`config.mk`:
```
export PLATFORM = sky130hd
export DESIGN_NAME = fft_seq_ctrl
export DESIGN_NICKNAME = d
export VERILOG_FILES = /design/src/rtl/fft_pkg.sv /design/src/rtl/fft_seq_ctrl_bitrev.sv /design/src/rtl/fft_seq_ctrl.sv
export SDC_FILE = /design/constraint.sdc
export NUM_CORES = 1
export LEC_CHECK = 0
export ABC_AREA = 1
export CORE_AREA = 2 2 230 232
export CTS_CLUSTER_DIAMETER = 120
export DETAILED_ROUTE_END_ITERATION = 8
export DIE_AREA = 0 0 232 234
export GPL_ROUTABILITY_DRIVEN = 0
export PLACE_DENSITY = 0.55
export SYNTH_ARGS = -nofsm -noshare
export SYNTH_HDL_FRONTEND = slang
export SYNTH_SLANG_ARGS = --single-unit
```
`constraint.sdc`:
```
create_clock -name clk -period 13.66 [get_ports clk]
set_input_delay 4.098 -clock clk [delete_from_list [all_inputs] [get_ports clk]]
set_output_delay 4.098 -clock clk [all_outputs]
set_load 0.01 [all_outputs]
```
`src/rtl/fft_pkg.sv`:
```
// Shared constants, FSM state type and bit-reversal helper for the sequential
// FFT controller. The default N/W/LOG2N here match the controller's defaults.
package fft_pkg;

    localparam int N     = 8;
    localparam int W     = 16;
    localparam int LOG2N = $clog2(N);

    // Controller phases: gather a frame, run the stages, stream the bins out.
    typedef enum logic [1:0] {
        ST_LOAD  = 2'd0,
        ST_RUN   = 2'd1,
        ST_DRAIN = 2'd2
    } state_t;

    // Reverse the LOG2N address bits (natural index -> bit-reversed index).
    function automatic logic [LOG2N-1:0] bitrev(input logic [LOG2N-1:0] a);
        logic [LOG2N-1:0] r;
        r = '0;
        for (int i = 0; i < LOG2N; i++) begin
            r[i] = a[LOG2N-1-i];
        end
        return r;
    endfunction

endpackage

```
`src/rtl/fft_seq_ctrl_bitrev.sv`:
```
// Combinational bit-reversal of a B-bit address; used to scatter natural-order
// input samples into the working buffer in the order the in-place stages expect.
module fft_bitrev_addr #(
    parameter int B = fft_pkg::LOG2N
) (
    input  logic [B-1:0] addr,
    output logic [B-1:0] rev
);

    // Mirror the address bits: bit i of the result is bit B-1-i of the input.
    always_comb begin
        rev = '0;
        for (int i = 0; i < B; i++) begin
            rev[i] = addr[B-1-i];
        end
    end

endmodule

```
`src/rtl/fft_seq_ctrl.sv`:
```
// Sequential FFT controller. Loads N samples in bit-reversed order, drives an
// external combinational butterfly-stage datapath for log2(N) cycles, then
// streams the N bins out in natural order.
//
// Build option: define FFT_SEQ_SCALE_EN to halve every stage result on capture
// (arithmetic shift right, floor), giving an overall gain of 1/N. Without it the
// stage results are stored verbatim. Cycle timing is the same either way.
//
// Handshakes: a transfer happens on a rising edge where valid and ready are both
// high. in_ready is high only in LOAD; out_valid is high only in DRAIN and the
// offered bin stays stable until out_ready accepts it. rst beats any handshake.
module fft_seq_ctrl #(
    parameter int N = fft_pkg::N,
    parameter int W = fft_pkg::W
) (
    input  logic                   clk,
    input  logic                   rst,
    input  logic                   in_valid,
    output logic                   in_ready,
    input  logic [W-1:0]           in_re,
    input  logic [W-1:0]           in_im,
    output logic [$clog2(N)-1:0]   stg_idx,
    output logic [N*W-1:0]         stg_xr,
    output logic [N*W-1:0]         stg_xi,
    input  logic [N*W-1:0]         stg_yr,
    input  logic [N*W-1:0]         stg_yi,
    output logic                   out_valid,
    input  logic                   out_ready,
    output logic [W-1:0]           out_re,
    output logic [W-1:0]           out_im,
    output logic                   out_last,
    output logic                   busy,
    output fft_pkg::state_t        dbg_state
);

    import fft_pkg::*;

    localparam int              AW       = $clog2(N);
    localparam logic [AW-1:0]   LAST_IDX = AW'(N - 1);
    localparam logic [AW-1:0]   LAST_STG = AW'(AW - 1);

    state_t              state;
    logic [AW-1:0]       cnt;
    logic [AW-1:0]       load_addr;
    logic                in_fire;
    logic                out_fire;

    logic signed [W-1:0] mem_re [N];
    logic signed [W-1:0] mem_im [N];
    logic signed [W-1:0] cap_re [N];
    logic signed [W-1:0] cap_im [N];

    // Bit-reversed write address for the sample currently being loaded.
    fft_bitrev_addr #(
        .B (AW)
    ) u_bitrev (
        .addr (cnt),
        .rev  (load_addr)
    );

    assign in_fire   = (state == ST_LOAD)  && in_valid  && in_ready;
    assign out_fire  = (state == ST_DRAIN) && out_valid && out_ready;
    assign out_re    = mem_re[cnt];
    assign out_im    = mem_im[cnt];
    assign dbg_state = state;

    // Unpack the stage result and apply the optional per-stage halving.
    always_comb begin
        for (int k = 0; k < N; k++) begin
`ifdef FFT_SEQ_SCALE_EN
            cap_re[k] = $signed(stg_yr[k*W +: W]) >>> 1;
            cap_im[k] = $signed(stg_yi[k*W +: W]) >>> 1;
`else
            cap_re[k] = stg_yr[k*W +: W];
            cap_im[k] = stg_yi[k*W +: W];
`endif
        end
    end

    // Present the whole working buffer to the stage datapath in every state.
    always_comb begin
        stg_xr = '0;
        stg_xi = '0;
        for (int k = 0; k < N; k++) begin
            stg_xr[k*W +: W] = mem_re[k];
            stg_xi[k*W +: W] = mem_im[k];
        end
    end

    // Working buffer: scattered writes while loading, full-frame capture while running.
    always_ff @(posedge clk) begin
        if (!rst && in_fire) begin
            mem_re[load_addr] <= in_re;
            mem_im[load_addr] <= in_im;
        end else if (!rst && state == ST_RUN) begin
            for (int k = 0; k < N; k++) begin
                mem_re[k] <= cap_re[k];
                mem_im[k] <= cap_im[k];
            end
        end
    end

    // Controller FSM with registered handshake/status outputs.
    always_ff @(posedge clk) begin
        if (rst) begin
            state     <= ST_LOAD;
            cnt       <= '0;
            stg_idx   <= '0;
            out_valid <= 1'b0;
            out_last  <= 1'b0;
            busy      <= 1'b0;
            in_ready  <= 1'b1;
        end else begin
            case (state)
                ST_LOAD: begin
                    if (in_fire) begin
                        if (cnt == LAST_IDX) begin
                            state    <= ST_RUN;
                            cnt      <= '0;
                            stg_idx  <= '0;
                            in_ready <= 1'b0;
                            busy     <= 1'b1;
                        end else begin
                            cnt <= cnt + 1'b1;
                        end
                    end
                end
                ST_RUN: begin
                    if (stg_idx == LAST_STG) begin
                        state     <= ST_DRAIN;
                        stg_idx   <= '0;
                        out_valid <= 1'b1;
                        out_last  <= 1'b0;
                    end else begin
                        stg_idx <= stg_idx + 1'b1;
                    end
                end
                ST_DRAIN: begin
                    if (out_fire) begin
                        if (cnt == LAST_IDX) begin
                            state     <= ST_LOAD;
                            cnt       <= '0;
                            out_valid <= 1'b0;
                            out_last  <= 1'b0;
                            busy      <= 1'b0;
                            in_ready  <= 1'b1;
                        end else begin
                            cnt      <= cnt + 1'b1;
                            out_last <= (cnt == LAST_IDX - 1'b1);
                        end
                    end
                end
                default: begin
                    state <= ST_LOAD;
                end
            endcase
        end
    end

endmodule

```
# ---- Word level (Yosys, flattened, before mapping)
# Memory sizes are Yosys's and may differ from the RTL's. A register that Yosys moved wholly into a read port is not among the register bits.
# Cells that the tools add are included.
dict set report classes {
  n_bitwise 0
  n_eq_ne 10
  muxes 43
  shifts 0
  order_cmp 0
  n_div 0
  mul 0
  add_sub_neg 2
  n_reduce_logical 19
}
# cell count
set ops {}
lappend ops {{2-to-1 mux 3 bit} 12}
lappend ops {{2-to-1 mux 16 bit} 2}
lappend ops {{OR reduction 16 bit} 2}
lappend ops {{2-to-1 mux 1 bit} 17}
lappend ops {{one-hot mux 3 bit (2 select lines)} 2}
lappend ops {{2-to-1 mux 2 bit} 5}
lappend ops {{AND reduction 5 bit} 2}
lappend ops {{AND reduction 3 bit} 3}
lappend ops {{one-hot mux 1 bit (2 select lines)} 4}
lappend ops {{adder 3 x 1 -> 3 bit (second input constant)} 2}
lappend ops {{== test 3 bit (second input constant)} 2}
lappend ops {{logical AND 1 bit} 6}
lappend ops {{inequality test 2 x 1 -> 1 bit (second input constant)} 3}
lappend ops {{one-hot mux 2 bit (3 select lines)} 1}
lappend ops {{nonzero test 2 bit} 3}
lappend ops {{inequality test 2 bit (second input constant)} 2}
lappend ops {{AND reduction 4 bit} 1}
lappend ops {{== test 3 x 2 -> 1 bit (second input constant)} 1}
lappend ops {{== test 2 x 1 -> 1 bit (second input constant)} 1}
lappend ops {{== test 2 bit (second input constant)} 1}
lappend ops {{zero test 2 bit} 1}
lappend ops {{zero test 1 bit} 1}
dict set report totals {
  elab_cells 83
  mem_bits_rw 256
  romBits 0
  in_bits 292
  latchBits 0
  reg_bits 12
  output_inout_bits 297
  mem_count 2
}
# memory depth width rd rd_ports_with_merged_regs wr line
set mem_list {}
lappend mem_list {mem_im 8 16 9 1 8 fft_seq_ctrl.sv:49} ;# logic signed [W-1:0] mem_im [N];
lappend mem_list {mem_re 8 16 9 1 8 fft_seq_ctrl.sv:48} ;# logic signed [W-1:0] mem_re [N];

# ---- Depth between registers and ports, before layout
dict set report logic_depth {
  ltp_word 8
  depth_mapped 9
  mapped_depth_nobuf 9
}

# ---- Hierarchy
# From an unflattened synthesis, not the netlist that was laid out.
dict set report unflattened {
  cells_unflattened 1505
  area_unflattened_um2 13508.0
}
# module seq_area_each_um2 cells_per_inst area_per_inst_um2 instances
set modules_own_cells {}
lappend modules_own_cells {fft_seq_ctrl 7987.7 1502 13485.4 1}
lappend modules_own_cells {fft_bitrev_addr 0.0 3 22.5 1}

# ---- Worst setup path after synthesis
# OpenSTA, ideal clock, no wires.
dict set report synth_path {
  path_type {in2reg}
  from {input rst}
  to {memory mem_im[0][0] (enable)}
  arrival_time_ns 7.028
  slack_ns 6.161
  path_stages 5
  setup_ns 0.470
  n_path_buf 2
  cell_sequence {buf_2 > inv_2 > buf_4 > nand2_1 > o31ai_1}
}
# element line
set synth_rtl {}
lappend synth_rtl {{start, declared} fft_seq_ctrl.sv:17} ;# input logic rst,
lappend synth_rtl {{end, declared} fft_seq_ctrl.sv:49}

==> run summary <==
The violation count after the first detailed-routing iteration is 1214. The worst-skew pair later-pin latency came out at approximately 0.57 ns. For the worst setup path, the data required time is approximately 9.6 ns. In this run the remaining antenna-violating nets after routing total 0. Measured against its own limit, the worst slew margin works out to 0.207. The post-cts resize count came out at 0. The run finished with clean final reports.

Synthesis inferred 271 register bits. The clock period minus worst slack came out at 7.75 ns. The horizontal die dimension came out at between 200 and 250 µm. The full die area is 0.0543 mm². By area the synthesized netlist is led by sky130_fd_sc_hd__edfxtp_1 58%, sky130_fd_sc_hd__nand2_1 11%, sky130_fd_sc_hd__nand3_1 9.9%. The initial standard-cell utilization of the core is 0.256.

The share of the synthesized area in the top cell type came out at 0.576. The final number of max-transition violations is 0. The clock-pin slew reported for the worst setup and hold paths after clock tree synthesis came out at 0.06 ns. Relative to the synthesized area, the layout overhead comes to 55.8%. The number of violations of the max-capacitance limit came out at 0. The count of final hold-check violations was 0. The clock sink count came out at 271.

The worst setup path is captured at an output pin. The final setup skew is 0.0135 ns. The commonest cells after synthesis are 379 x sky130_fd_sc_hd__nand2_1, 264 x sky130_fd_sc_hd__nand3_1, 256 x sky130_fd_sc_hd__edfxtp_1.

The wire length of the first global-routing pass came out at 89700 µm. The post-CTS setup buffer count is 0. The number of ports placed on the die boundary came out at 589. Counting every net in the synthesized netlist gives about 1.7k. The via count of the first global-routing pass came out at 13.4k. For the pin with the worst max-slew slack, the measured transition is ~1.2 ns. The standby leakage power is 0.00756 µW. The setup total negative slack is 0 ns.

TritonCTS built the clock tree. The number of I/O port buffers is 588. The number of instances in the synthesized netlist is 1434.

Among all cell types in the netlist, the one instantiated most often is sky130_fd_sc_hd__nand2_1. The share of the clock period used by the worst path came out at 0.567. IR analysis of the VDD net gives a maximum drop of 0.0979 mV. The count of cell types in the netlist came out at 26. The number of fill cells in the layout came out at 5180. The sum of overflow across all layers after global routing came out at 0.

Based on the critical path, the design can be clocked at up to 129 MHz. The cell total after placement came out at 2618. Setup repair after global routing left no endpoint under its margin.

The detailed placer's ending HPWL came out at 46100 µm. Data on the critical path arrives at its endpoint at about 3.7 ns. The number of buffers created by CTS is 31. The final-report setup violation count came out at 0. The cell sitting at the root of the clock tree is a sky130_fd_sc_hd__clkbuf_16. Counting along the longest clock path gives a buffer depth of 3.

The total power came out at about 2100 µW. The fraction of registers with async set/reset is 0. Summing over every cut layer, the via total after detailed routing is 13.4k.

The initial antenna violation count came out at 7. The initialized floorplan defines 84 standard-cell rows. STA classifies the critical path startpoint as a flop.

Setup slack closes at 5.91 ns. The number of optimization iterations in the first detailed-route pass came out at 5. For this run, the register share of the synthesized area comes to 0.599.

Dividing the detail-routed via count by the number of cells gives 5.01. The yosys synthesis warning count is 0. The synthesized design spends more area on one cell type than any other, namely sky130_fd_sc_hd__edfxtp_1. The chip height is 234 µm. The total area inside the core boundary comes to 0.0520 mm².

The post-synthesis instance area came out at 0.0133 mm². The final layout contains routed wiring with a total length of roughly 64000 µm. The share of final-layout standard cells stronger than drive strength 1 is 0.0584.

For this design the ratio of total power to cell area is 102 mW/mm². The number of enable-type register cells in the synthesized netlist came out at 256. The average detailed-routed wire length per instance is 23.8 µm.

The number of nets at the end of the flow came out at ~2.3k. In this run the worst hold path is classified as flop to flop. The critical path start-end classification is flop to output pin. The worst-case setup slack after placement came out at 5.88 ns.

For this run, the total global-route usage over all layers was measured as 0.223. The number of H-tree levels is 1. The DRC violation count after routing came out at 0. For this run, the leading register cell type out of synthesis is sky130_fd_sc_hd__edfxtp_1.

The number of standard cells in the final layout excluding fillers came out at 2678. In this run the mean area of a mapped cell was roughly 9.3 µm². The hold buffer count at cts came out at 0. The maximum fanout along the worst path came out at 75.

Entering global routing, the biggest net connects between 100 and 150 pins.
placed cells by master (no fill, tap or decap), types with 2 or more instances in the layout:
cell	Yosys	routed
sky130_fd_sc_hd__o21ai_1	60	59
sky130_fd_sc_hd__o31ai_4	0	6
sky130_fd_sc_hd__diode_2	0	3
sky130_fd_sc_hd__edfxtp_1	256	256
sky130_fd_sc_hd__buf_4	13	18
sky130_fd_sc_hd__nand4_1	2	2
sky130_fd_sc_hd__clkinv_2	0	9
sky130_fd_sc_hd__clkbuf_16	0	31
sky130_fd_sc_hd__nand2_1	379	378
sky130_fd_sc_hd__clkdlybuf4s50_1	0	588
sky130_fd_sc_hd__ha_1	6	6
sky130_fd_sc_hd__bufinv_16	0	3
sky130_fd_sc_hd__inv_2	5	5
sky130_fd_sc_hd__clkinvlp_4	0	2
sky130_fd_sc_hd__dfxtp_2	0	2
sky130_fd_sc_hd__o21ai_0	73	73
sky130_fd_sc_hd__nand3_1	264	264
sky130_fd_sc_hd__o22ai_1	64	64
sky130_fd_sc_hd__nand2_2	29	29
sky130_fd_sc_hd__inv_1	15	13
sky130_fd_sc_hd__clkinv_1	1	4
sky130_fd_sc_hd__a21oi_1	10	10
sky130_fd_sc_hd__nor2_1	134	134
sky130_fd_sc_hd__clkbuf_1	34	6
sky130_fd_sc_hd__clkinv_4	0	3
sky130_fd_sc_hd__dfxtp_1	15	12
state kept, by name, indices dropped and copies added (netlist names), named ones only:
name,flops
in_ready,1
out_valid,1
cnt,3
out_last,1
mem_re,128
busy,1
stg_idx,3
dbg_state,2
mem_im,128
layer usage:
layer | share of wire | routed length [µm] | track usage
met5 | 0.00083 | 53 | 0
met4 | 0.031 | 1990 | 0.0701
met3 | 0.088 | 5610 | 0.0539
met2 | 0.50 | 31600 | 0.393
met1 | 0.38 | 24400 | 0.269
path summary, 6_finish.rpt:
path,start,end,slack (ns),cells past startpoint
worst max-delay path,flop,out_re[3],5.91,7
worst min-delay path,busy,busy,0.47,2
worst max register to register,dbg_state[0],mem_im[6][1],10.50,5
worst min register to register,busy,busy,0.47,2
final cells by class:
class / instances / area (µm²) / area share
Clock inverter: 20 / 188 / 0.00903
Multi-Input combinational cell: 1032 / 4820 / 0.232
Tap cell: 688 / 861 / 0.0414
Clock buffer: 37 / 798 / 0.0384
Sequential cell: 271 / 7990 / 0.385
Antenna cell: 3 / 7.51 / 0.000361
Inverter: 21 / 88.8 / 0.00427
Timing Repair Buffer: 606 / 6020 / 0.290
worst max-delay path, stage by stage, from the launching register on:
cell,delay (ns)
sky130_fd_sc_hd__dfxtp_4,0.49
sky130_fd_sc_hd__inv_4,0.52
sky130_fd_sc_hd__buf_4,0.76
sky130_fd_sc_hd__nor2_1,0.09
sky130_fd_sc_hd__o22ai_1,0.37
sky130_fd_sc_hd__nand2_1,0.11
sky130_fd_sc_hd__nand2_1,0.16
sky130_fd_sc_hd__clkdlybuf4s50_1,0.56
report_power, final:
part | leakage [µW] | internal [µW] | switching [µW]
clock | 0.000484 | 473 | 350
combinational | 0.00464 | 166 | 191
sequential | 0.00244 | 928 | 14.5
total | 0.00756 | 1570 | 556
cells by family after synthesis:
kind of cell,Yosys count,share of synthesized area
simple gates,812,0.261
flops,271,0.599
compound gates,213,0.0871
fa+ha+maj,6,0.00563
xor+xnor,1,0.000657
buf+inv,131,0.0470
per-stage QoR:
step	utilization	area, µm²	hold slack (ns)
5_1_grt	0.399	20800	0.513
4_1_cts	0.399	20800	0.473
3_3_place_gp	0.380	19800	0.465
6_report	0.399	20800	0.471
2_1_floorplan	-	13300	0.483
3_5_place_dp	0.380	19800	0.461
Power figures use the tool's default switching activity.
